==> src/rtl/risc_pkg.sv <==
// Shared definitions for the memory arbiter: width defaults, FSM state encoding
// and requester port IDs used by mem_arbiter and mem_arb_pick.
package risc_pkg;

    localparam int ADDR_W_DEF = 8;
    localparam int DATA_W_DEF = 16;

    typedef enum logic [1:0] {
        IDLE   = 2'd0,
        ACCESS = 2'd1,
        WAIT   = 2'd2
    } arb_state_t;

    typedef logic port_id_t;

    localparam port_id_t PORT_F = 1'b0;
    localparam port_id_t PORT_D = 1'b1;

    function automatic port_id_t other_port(input port_id_t p);
        return ~p;
    endfunction

endpackage

==> src/rtl/mem_arb_pick.sv <==
// Grant decision: one-hot winner (bit index = port ID) from the two requests;
// on a tie the port named by ptr wins.
module mem_arb_pick
    import risc_pkg::*;
(
    input  logic       f_req,
    input  logic       d_req,
    input  logic       ptr,
    output logic [1:0] win
);

    // NOTE: always_comb assigns a default first so no path can infer a latch.
    always_comb begin
        win = 2'b00;
        if (f_req && d_req) begin
            win[ptr] = 1'b1;
        end else if (d_req) begin
            win[PORT_D] = 1'b1;
        end else if (f_req) begin
            win[PORT_F] = 1'b1;
        end
    end

endmodule

==> src/rtl/mem_arbiter.sv <==
// Two-port (fetch / data) arbiter in front of a single-port memory unit.
// Define ROUND_ROBIN_EN for alternating tie-break; default is data-over-fetch.
module mem_arbiter
    import risc_pkg::*;
#(
    parameter int ADDR_W = ADDR_W_DEF,
    parameter int DATA_W = DATA_W_DEF
) (
    input  logic              clk,
    input  logic              rst,

    input  logic              f_req,
    input  logic [ADDR_W-1:0] f_addr,
    output logic              f_gnt,
    output logic              f_rvalid,
    output logic [DATA_W-1:0] f_rdata,

    input  logic              d_req,
    input  logic              d_we,
    input  logic [ADDR_W-1:0] d_addr,
    input  logic [DATA_W-1:0] d_wdata,
    output logic              d_gnt,
    output logic              d_rvalid,
    output logic [DATA_W-1:0] d_rdata,

    output logic              mem_en,
    output logic              mem_we,
    output logic [ADDR_W-1:0] mem_addr,
    output logic [DATA_W-1:0] mem_wdata,
    input  logic [DATA_W-1:0] mem_rdata,

    output logic              arb_busy
);

    arb_state_t        state;
    arb_state_t        state_nxt;

    port_id_t          win_q;
    logic              we_q;
    logic [ADDR_W-1:0] addr_q;
    logic [DATA_W-1:0] wdata_q;

    logic [1:0]        win;
    port_id_t          win_id;
    port_id_t          ptr;
    logic              accept;

    assign win_id = win[PORT_D] ? PORT_D : PORT_F;
    assign accept = (state == IDLE) && (|win);

`ifdef ROUND_ROBIN_EN
    port_id_t ptr_q;

    // Only a genuine tie moves the pointer; a lone requester leaves it alone.
    always_ff @(posedge clk or negedge rst) begin
        if (!rst) begin
            ptr_q <= PORT_D;
        end else if (accept && f_req && d_req) begin
            ptr_q <= other_port(win_id);
        end
    end

    assign ptr = ptr_q;
`else
    assign ptr = PORT_D;
`endif

    mem_arb_pick u_pick (
        .f_req (f_req),
        .d_req (d_req),
        .ptr   (ptr),
        .win   (win)
    );

    // NOTE: sequential state uses non-blocking assignments only.
    always_ff @(posedge clk or negedge rst) begin
        if (!rst) begin
            state <= IDLE;
        end else begin
            state <= state_nxt;
        end
    end

    always_comb begin
        state_nxt = state;
        case (state)
            IDLE:    state_nxt = (|win) ? ACCESS : IDLE;
            ACCESS:  state_nxt = we_q ? IDLE : WAIT;
            WAIT:    state_nxt = IDLE;
            default: state_nxt = IDLE;
        endcase
    end

    // Transaction is frozen here at the IDLE sample; later input changes are ignored.
    always_ff @(posedge clk or negedge rst) begin
        if (!rst) begin
            win_q   <= PORT_F;
            we_q    <= 1'b0;
            addr_q  <= '0;
            wdata_q <= '0;
        end else if (accept) begin
            win_q <= win_id;
            if (win_id == PORT_D) begin
                we_q    <= d_we;
                addr_q  <= d_addr;
                wdata_q <= d_wdata;
            end else begin
                we_q   <= 1'b0;
                addr_q <= f_addr;
            end
        end
    end

    always_ff @(posedge clk or negedge rst) begin
        if (!rst) begin
            f_rvalid <= 1'b0;
            d_rvalid <= 1'b0;
            f_rdata  <= '0;
            d_rdata  <= '0;
        end else begin
            f_rvalid <= 1'b0;
            d_rvalid <= 1'b0;
            if (state == WAIT) begin
                if (win_q == PORT_D) begin
                    d_rvalid <= 1'b1;
                    d_rdata  <= mem_rdata;
                end else begin
                    f_rvalid <= 1'b1;
                    f_rdata  <= mem_rdata;
                end
            end
        end
    end

    always_comb begin
        arb_busy = (state != IDLE);
        mem_en   = (state == ACCESS);
        mem_we   = (state == ACCESS) && we_q;
        f_gnt    = (state == ACCESS) && (win_q == PORT_F);
        d_gnt    = (state == ACCESS) && (win_q == PORT_D);
    end

    assign mem_addr  = addr_q;
    assign mem_wdata = wdata_q;

endmodule

==> config.mk <==
export PLATFORM = sky130hd
export DESIGN_NAME = mem_arbiter
export DESIGN_NICKNAME = d
export VERILOG_FILES = /design/src/rtl/risc_pkg.sv /design/src/rtl/mem_arb_pick.sv /design/src/rtl/mem_arbiter.sv
export SDC_FILE = /design/constraint.sdc
export NUM_CORES = 1
export LEC_CHECK = 0
export ABC_CLOCK_PERIOD_IN_PS = 1400
export CORE_MARGIN = 5
export CORE_UTILIZATION = 37
export DETAILED_ROUTE_END_ITERATION = 16
export GPL_ROUTABILITY_DRIVEN = 0
export PLACE_DENSITY = 0.86
export SYNTH_ARGS = -nofsm -noshare
export SYNTH_HDL_FRONTEND = slang
export SYNTH_SLANG_ARGS = --single-unit
==> constraint.sdc <==
create_clock -name clk -period 1.4 [get_ports clk]
set_input_delay 0.28 -clock clk [delete_from_list [all_inputs] [get_ports clk]]
set_output_delay 0.28 -clock clk [all_outputs]
set_load 0.02 [all_outputs]
# Word-level counts from Yosys, hierarchy flattened
# Index checks and enable logic that the tools add are counted.
# word_totals
ff_bits,62
latchBits,0
mem_bits_rw,0
romBits,0
elab_cells,37
mem_count,0
# classes
add_sub_neg,0
multipliers,0
n_div,0
n_lt_le_gt_ge,0
eq_ne,2
shift,0
mux,14
bitwise_logic,1
reduce_logical,11
# ops
cell,count
$mux 1,10
$mux 8,1
$reduce_and 2->1,3
$logic_and 1x1->1,5
$mux 2,2
$pmux 2 s2,1
$eq 2x1->1 const B,1
$eq 2x2->1 const B,1
$logic_not 2->1,1
$reduce_bool 2->1,1
$reduce_or 2->1,1
$not 1->1,1

# Longest topological paths before layout
# depth
depth_word,6
ltp_mapped,5

# Modules after synthesis
# From an unflattened synthesis, not the netlist that was laid out.
# unflattened
hier_cells,152
area_unflattened_um2,2459.9
# by_module_without_submodules
mod,instances,cells_each,area_per_inst_um2,seq_area_each_um2
mem_arbiter,1,149,2441.1,1551.5
mem_arb_pick,1,3,18.8,0.0

# Least setup slack after synthesis
# OpenSTA, ideal clock, no wires.
# synth_timing
path_type,register -> register
start,reg state[0]
end,reg f_rdata[10]
setup_ns,0.125
t_arrival_ns,1.280
required_ns,1.275
path_slack_ns,-0.005
path_stages_with_launch,4
n_path_buf,1
synth_period_minus_slack_ns,1.405
cell_sequence,dfrtp_1 -> nor3b_4 -> buf_6 -> mux2_2
# synth_between
elab_chain_cells,2
# synth_lines
element,line_no,text
start: declaration,mem_arbiter.sv:35,arb_state_t state;
start signal: assignment,mem_arbiter.sv:80,state <= state_nxt;
$eq 2x2->1,mem_arbiter.sv:123,if (state == WAIT) begin
$reduce_and 2->1 (no line),-,
end signal: assignment,mem_arbiter.sv:129,f_rdata <= mem_rdata;
end: declaration,mem_arbiter.sv:16,"output logic [DATA_W-1:0] f_rdata,"
# Every way passes these cells.
# A chain may end at the register's enable or synchronous reset.

# Worst setup path in the final report
# layout_timing
start,reg state[1]
end,out mem_we
# layout_between
elab_chain_cells,2
# layout_lines
element,line_no,text
$eq 2x1->1,mem_arbiter.sv:138,mem_we = (state == ACCESS) && we_q;
$logic_and 1x1->1,mem_arbiter.sv:138,
end: declaration,mem_arbiter.sv:27,"output logic mem_we,"
# Every way passes these cells.

==> results.yml <==
floorplan:
  die_h_um: 91.16
  initial_core_util_pct: 38.17
  dieArea_um2: 8310
  fp.dieW_um: 91.16
  rows: 29
  core_area_um2: 6386
  ios: 116
setup_path:
  arrival_ns: 1.29
  crit_type: "flop to output port"
  critPathLaunch: "state[1]"
  cp-start-kind: "flop"
  cp_max_fo: 3
  crit_required_ns: 1.12
  reg2reg_from: "state[1]"
  end_kind: "output port"
hold_path:
  min_path_type: "input port to asynchronous set/reset pin"
clock_network:
  cts-buffers-inserted: 9
  htreeDepth: 3
  cts_root_buf: "clkbuf_8"
  clk_pin_slew_ns: 0.06
  worstSkewPairLatency_ns: 0.32
  clock_path_buffers: 2
  cts_tree: "done"
  cts.sinks: 62
grt:
  antenna_found_initial: 0
  grt_first_pass_wirelength_um: 10110
  grt_pass1_vias: 2037
  grt_overflow: 0
  grt_usage_pct: 15.24
  grt_start_max_net_pins: 63
route:
  wl_per_cell_um: 17.00
  drtPass1Iterations: 4
  drt_iter0_markers: 33
  drc: 0
  postRouteAntennaNets: 0
  num_vias: 1746
  via_per_inst: 4.656
  wirelength_um: 6376
sta:
  relSlewSlack_pct: 77.95
  setup_viol: 34
  rsz0062_at_grt: "yes"
  hold_viol_final: 0
  slew_violations: 0
  fin_skew_ns: 0.004766
  worst_pin_slew_ns: 0.3308
  setup_slack_ns: -0.1703
  period_needed_ns: 1.570
  min_period_over_period_pct: 112.2
  clock.fmax_ghz: 0.6368
finish:
  final.fill_count: 504
  nets: 348
  fin_util_pct: 66.14
  areaGrowthSynthToFinish_pct: 73.31
  layout-drive-gt1-share_pct: 39.60
  diodes: 0
synth:
  synth_cells: 148
  yosysSeqAreaShare_pct: 63.66
  syn_nets: 201
  syn_avg_cell_area_um2: 16.47
  synth_cell_types: 15
  yosysWarnings: 0
  syn-cell-area_um2: 2437
  synth_seq_cells: 62
pwr:
  p_leak_nw: 2.009
  ir_drop_uv: 1355
  power_density_nw_per_um2: 2365
  p_total_mw: 9.988
job:
  maxCapViolCount: 0
outcome:
  violations: "negative setup slack"
  outcome: "finished with violations"
place:
  io_buffers: 115
  dp_hpwl_um: 4381
==> state kept, by name, summed over array words and instances (netlist names) <==
register	cells
we_q	1
mem_addr	8
d_rvalid	1
f_rdata	16
win_q	1
mem_wdata	16
f_rvalid	1
state	2
d_rdata	16
==> Yosys cell counts <==
master    count  area share [%]
buf_6         3             1.4
inv_1         4            0.62
nor2_2        1            0.26
dfrtp_1      62              64
a21o_1        1            0.31
and2_1        3            0.77
nor2_1        2            0.31
buf_8         1            0.62
a22o_1        1            0.36
mux2_2       64              30
nand3b_2      1            0.46
o21ai_0       1            0.21
buf_2         2            0.41
or2b_1        1            0.31
nor3b_4       1            0.77
==> through the flow <==
step | hold WS (ns) | TNS, ns | cells | setup slack (ns) | cell area, µm²
floorplan | -0.01559 | -0.04390 | 148 | -0.004878 | 2437
global placement | 0.3074 | -7.904 | 349 | -0.2817 | 3809
detailed placement | 0.3115 | -9.077 | 349 | -0.3228 | 3809
CTS | 0.5018 | -2.358 | 374 | -0.1966 | 4204
global route | 0.5170 | -5.039 | 375 | -0.2572 | 4224
finish | 0.4946 | -2.147 | 375 | -0.1703 | 4224
==> cells in the final DEF (no fill, tap or decap), types with 3 or more instances in the layout <==
master / synthesis / routed
and2_4: 0 / 3
buf_12: 0 / 8
buf_4: 0 / 9
buf_6: 3 / 13
clkbuf_8: 0 / 12
clkdlybuf4s50_1: 0 / 50
dfrtp_1: 62 / 62
dlygate4sd2_1: 0 / 59
mux2_2: 64 / 33
mux2_4: 0 / 31
==> cell type report <==
type | count | area [µm²] | area share, %
Timing Repair Buffer | 142 | 1434 | 33.95
Clock buffer | 13 | 168.9 | 3.999
Inverter | 4 | 15.01 | 0.3555
Tap cell | 77 | 96.34 | 2.281
Multi-Input combinational cell | 76 | 953.4 | 22.57
Clock inverter | 1 | 5.005 | 0.1185
Sequential cell | 62 | 1551 | 36.73
==> metal layers <==
metal	global-route usage (%)	wire, µm	up-vias
met5	0	0	-
met4	6.235	79	0
li1	-	-	807
met1	16.85	2448	869
met3	4.545	474	7
met2	27.16	3373	63
==> worst max-delay path, cell delays in order, from the launching register on <==
cell     delay, ns
dfrtp_1       0.37
or2b_1        0.27
inv_2         0.09
and2_4        0.14
buf_6         0.11
==> cells by family (layout without fill, tap and decap cells) <==
logic type             Yosys count  in the layout  share of synthesized area [%]
DFF                             62             62                          63.66
and+or+nand+nor                  9              9                          2.875
AOI/OAI and AO/OA                3              3                         0.8727
muxes                           64             64                          29.57
buffers and inverters           10            160                          3.028
==> timing repair <==
item / in CTS / in global routing
endpoints found under the hold margin: 62 / 0
endpoints found under the setup margin: 96 / 47
resized for setup: 137 / 9
pin swaps: 3 / 1
hold buffers: 1 / 0
gates cloned: 3 / 0
buffers inserted: 7 / 3
==> power by group <==
| part | switching [mW] | leakage (nW) | internal (mW) | total, mW |
|---|---|---|---|---|
| Sequential | 0.447 | 0.735 | 2.71 | 3.15 |
| Combinational | 2.50 | 1.18 | 2.95 | 5.46 |
| Clock | 0.613 | 0.0914 | 0.766 | 1.38 |
==> path summary, 6_finish.rpt <==
path                                  to  slack (ns)  cells after the start
max in group asynchronous   mem_wdata[8]        0.63                      3
min                          mem_addr[2]        0.49                      3
max reg2reg                mem_wdata[14]       -0.16                      6
min in group clk              d_rdata[6]        0.50                      1
max                               mem_we       -0.17                      4
min reg2reg                   d_rdata[6]        0.50                      1
Note: power is estimated with default switching activity, not from simulation.
==> RTL edit 1, RTL diff (same settings) <==
The option `ROUND_ROBIN_EN` is turned on by a define.
--- a/src/rtl/mem_arbiter.sv
+++ b/src/rtl/mem_arbiter.sv
@@ -1,5 +1,7 @@
 // Two-port (fetch / data) arbiter in front of a single-port memory unit.
 // Define ROUND_ROBIN_EN for alternating tie-break; default is data-over-fetch.
+`define ROUND_ROBIN_EN
+
 module mem_arbiter
     import risc_pkg::*;
 #(
Behaviour: not the same (Yosys sat finds a counterexample within 4 cycles, from zero or initial values and one cycle with rst low).
==> RTL edit 1 against the unedited design <==
The run still ends with setup timing left; total power increased by 7.1%; non-clock buffer count increased by 1; sequential cell count increased by 1; wire length increased by 13%; critical path type is now register to register; setup slack improved by 61 ps; critical path depth increased by 1; first-iteration DRC count unchanged; synthesized area increased by 3.9%; design area increased by 5.7%.
==> RTL edit 1: results (changes against the unedited design) <==
status: "complete, but fails checks"
violations: "setup timing"
clk_share: 0.0549  # +0.0138
synth_xor_area_frac: 0.00346  # +0.00346
n_clock_buffer: 10  # -3
p_sw_uw: 3860  # +8.4%
syn_nets: 228  # +13%
reg2reg_depth: 5  # -1
max_slew_margin: 0.775  # -0.00477
dpl_cell_area_mm2: 0.00386  # +1.5%
routed_wl_um: 7210  # +13%
setup_slack_ps: -109  # +60.9 ps
setup_violations: 52  # +53%
route.met2.wl_um: 3520  # +4.4%
grt_use_met3: 0.0544  # +0.00897
synth_seq_area_share: 0.623  # -0.0135
gr-usage-met1: 0.183  # +0.0150
gr-usage-all-layers: 0.164  # +0.0114
cts_resized: 122  # -11%
power.total_uw: 10700  # +7.1%
multi_input_area_mm2: 0.00104  # +9.4%
met2_usage: 0.283  # +0.0111
nNonClkInverters: 7  # +3
multi_input_cells: 97  # +28%
whs_ps: 445  # -49.3 ps
sequentialPower_uw: 3310  # +5%
synth_common_cells: "dfrtp_1, mux2_2, o21ai_0"
comb-power_uw: 5480  # about the same
drive_above_1_share: 0.368  # -0.0279
grt_max_degree: 64  # +1.6%
startpoint: "win_q$_DFFE_PN0P_"
postCtsSetupBuffers: 6  # -1
dpl_worst_slack_ps: -261  # +62.0 ps
wl_met1_um: 2950  # +20%
routedWlPerCell_um: 17.8  # +4.4%
nNonClkBuffers: 143  # +0.70%
final_nets: 374  # +7.5%
hold_path.class: "register to register"
grt_pass1_wl_um: 10900  # +8.2%
grt_pass1_vias: 2151  # +5.6%
fin_worst_skew_ps: 5.68  # +0.913 ps
-- RTL edit 1: cell types whose count changed after synthesis, moves of 2 or more --
cell / before / now
mux2_2: 64 / 40
nand3_1: 0 / 8
nand2b_1: 0 / 2
mux2_4: 0 / 8
inv_1: 4 / 7
and2_1: 3 / 1
o21ai_0: 1 / 9
nor2_1: 2 / 5
a31oi_1: 0 / 8
a21oi_1: 0 / 8
-- RTL edit 1: worst max-delay path, stage by stage, from the launching register on --
cell and delay [ps]:
dfrtp_1 410, buf_4 170, nor3b_4 190, buf_4 170, clkbuf_16 140, mux2_2 320
-- RTL edit 1: cell families (layout without fill, tap and decap cells) --
| logic type | count (synthesis) | count (layout) |
|---|---|---|
| flops | 63 | 63 |
| mux | 48 | 48 |
| compound gates | 26 | 26 |
| simple gates | 22 | 22 |
| buf+inv | 15 | 166 |
| xor+xnor | 1 | 1 |
==> RTL edit 2, RTL diff (same settings) <==
Made on the original files. The 3 states of `arb_state_t` get a one-hot encoding in 3 bits.
--- a/src/rtl/risc_pkg.sv
+++ b/src/rtl/risc_pkg.sv
@@ -5,10 +5,10 @@
     localparam int ADDR_W_DEF = 8;
     localparam int DATA_W_DEF = 16;
 
-    typedef enum logic [1:0] {
-        IDLE   = 2'd0,
-        ACCESS = 2'd1,
-        WAIT   = 2'd2
+    typedef enum logic [2:0] {
+        IDLE   = 3'b001,
+        ACCESS = 3'b010,
+        WAIT   = 3'b100
     } arb_state_t;
 
     typedef logic port_id_t;
Check against the original RTL: no difference found for any inputs over 10 cycles, from zero or initial values and one cycle with rst low; not proved beyond that.
==> RTL edit 2 against the unedited design <==
Sequential power decreased by 4%; synthesized area increased by 1.7%; the flow still finishes with violations (setup timing); setup slack got worse by 150 ps; total power decreased by 12%; design area increased by 1.5%; sequential cell count increased by 1; register-to-register slack got worse by 140 ps; clock power increased by 4%; largest power group unchanged; wire length increased by 3.5%; global-route usage increased by 0.39 points; non-clock buffer count decreased by 2; worst hold slack improved by 6.7 ps; clock skew increased by 1.7 ps.
==> RTL edit 2: results (changes against the unedited design) <==
grt_use_met3: 0.0434  # -0.00208
status: "complete, but fails checks"
grt_pass1_vias: 1950  # -4.3%
nNonClkBuffers: 140  # -1.4%
n_clock_buffer: 14  # +1
route.met2.wl_um: 3460  # +2.7%
met2_usage: 0.279  # +0.00695
ys_types: 17  # +2
ir_drop_uv: 1030  # -24%
drt_pass1_iterations: 2  # -2
swShare: 0.345  # -0.0118
synthTopCellsByArea: "dfrtp_1, mux2_2, buf_6"
p_leak_uw: 0.00210  # +4.4%
fin_worst_skew_ps: 6.49  # +1.72 ps
p_clk_frac: 0.164  # +0.026
via_per_inst: 4.75  # +2.0%
setup_slack_ps: -318  # -147 ps
slowest_stage: "or3b_4"
syn_nets: 202  # +0.50%
drt_iter0_drc: 27  # -18%
setup_violations: 65  # +91%
startpoint: "state[2]$_DFF_PN0_"
grt_max_degree: 34  # -46%
gr-usage-all-layers: 0.156  # +0.00387
hpwl_um: 4500  # +2.8%
n_fill_cell: 485  # -3.8%
cpPeakStageDelay_ps: 420  # +50 ps
multi_input_cells: 77  # +1.3%
synth_seq_area_share: 0.636  # about the same
violations: "setup timing"
worstMarginPinSlew_ps: 410  # +78.8 ps
rrSetupSlack_ps: -300  # -140 ps
crit_path_end: "d_gnt"
wl_met1_um: 2660  # +8.7%
synth_common_cells: "mux2_2, dfrtp_1, buf_6"
met3_length_um: 364  # -23%
ff_latch_area_mm2: 0.00158  # +1.7%
[RTL edit 2: cell count changes after synthesis, sizes merged]
cell	before	now
dfstp	0	1
inv	4	3
or3b	0	1
or2b	1	0
nor4b	0	1
and4bb	0	1
nand3b	1	0
[RTL edit 2: repair_timing]
item,CTS,global route
hold buffers,1,0
gates cloned,4,1
hold endpoints to repair,52,0
gates resized for setup,112,27
pin swaps,1,3
setup buffers,4,5
endpoints found under the setup margin,123,65
[RTL edit 2: per-stage QoR]
stage               power, uW  area [um^2]  setup TNS, ps  std cells  hold slack [ps]
CTS                      8650         4180         -12230        372              505
detailed placement       7370         3870         -11720        349              332
floorplan                5260         2560          -4350        149            -15.6
global route             9230         4290         -14600        375              523
global placement         7250         3870         -10720        349              321
finish                   8770         4290         -11110        375              501
[RTL edit 2: cell families after synthesis]
group,Yosys count
compound gates,3
simple gates,10
flops,63
mux,64
buf+inv,9
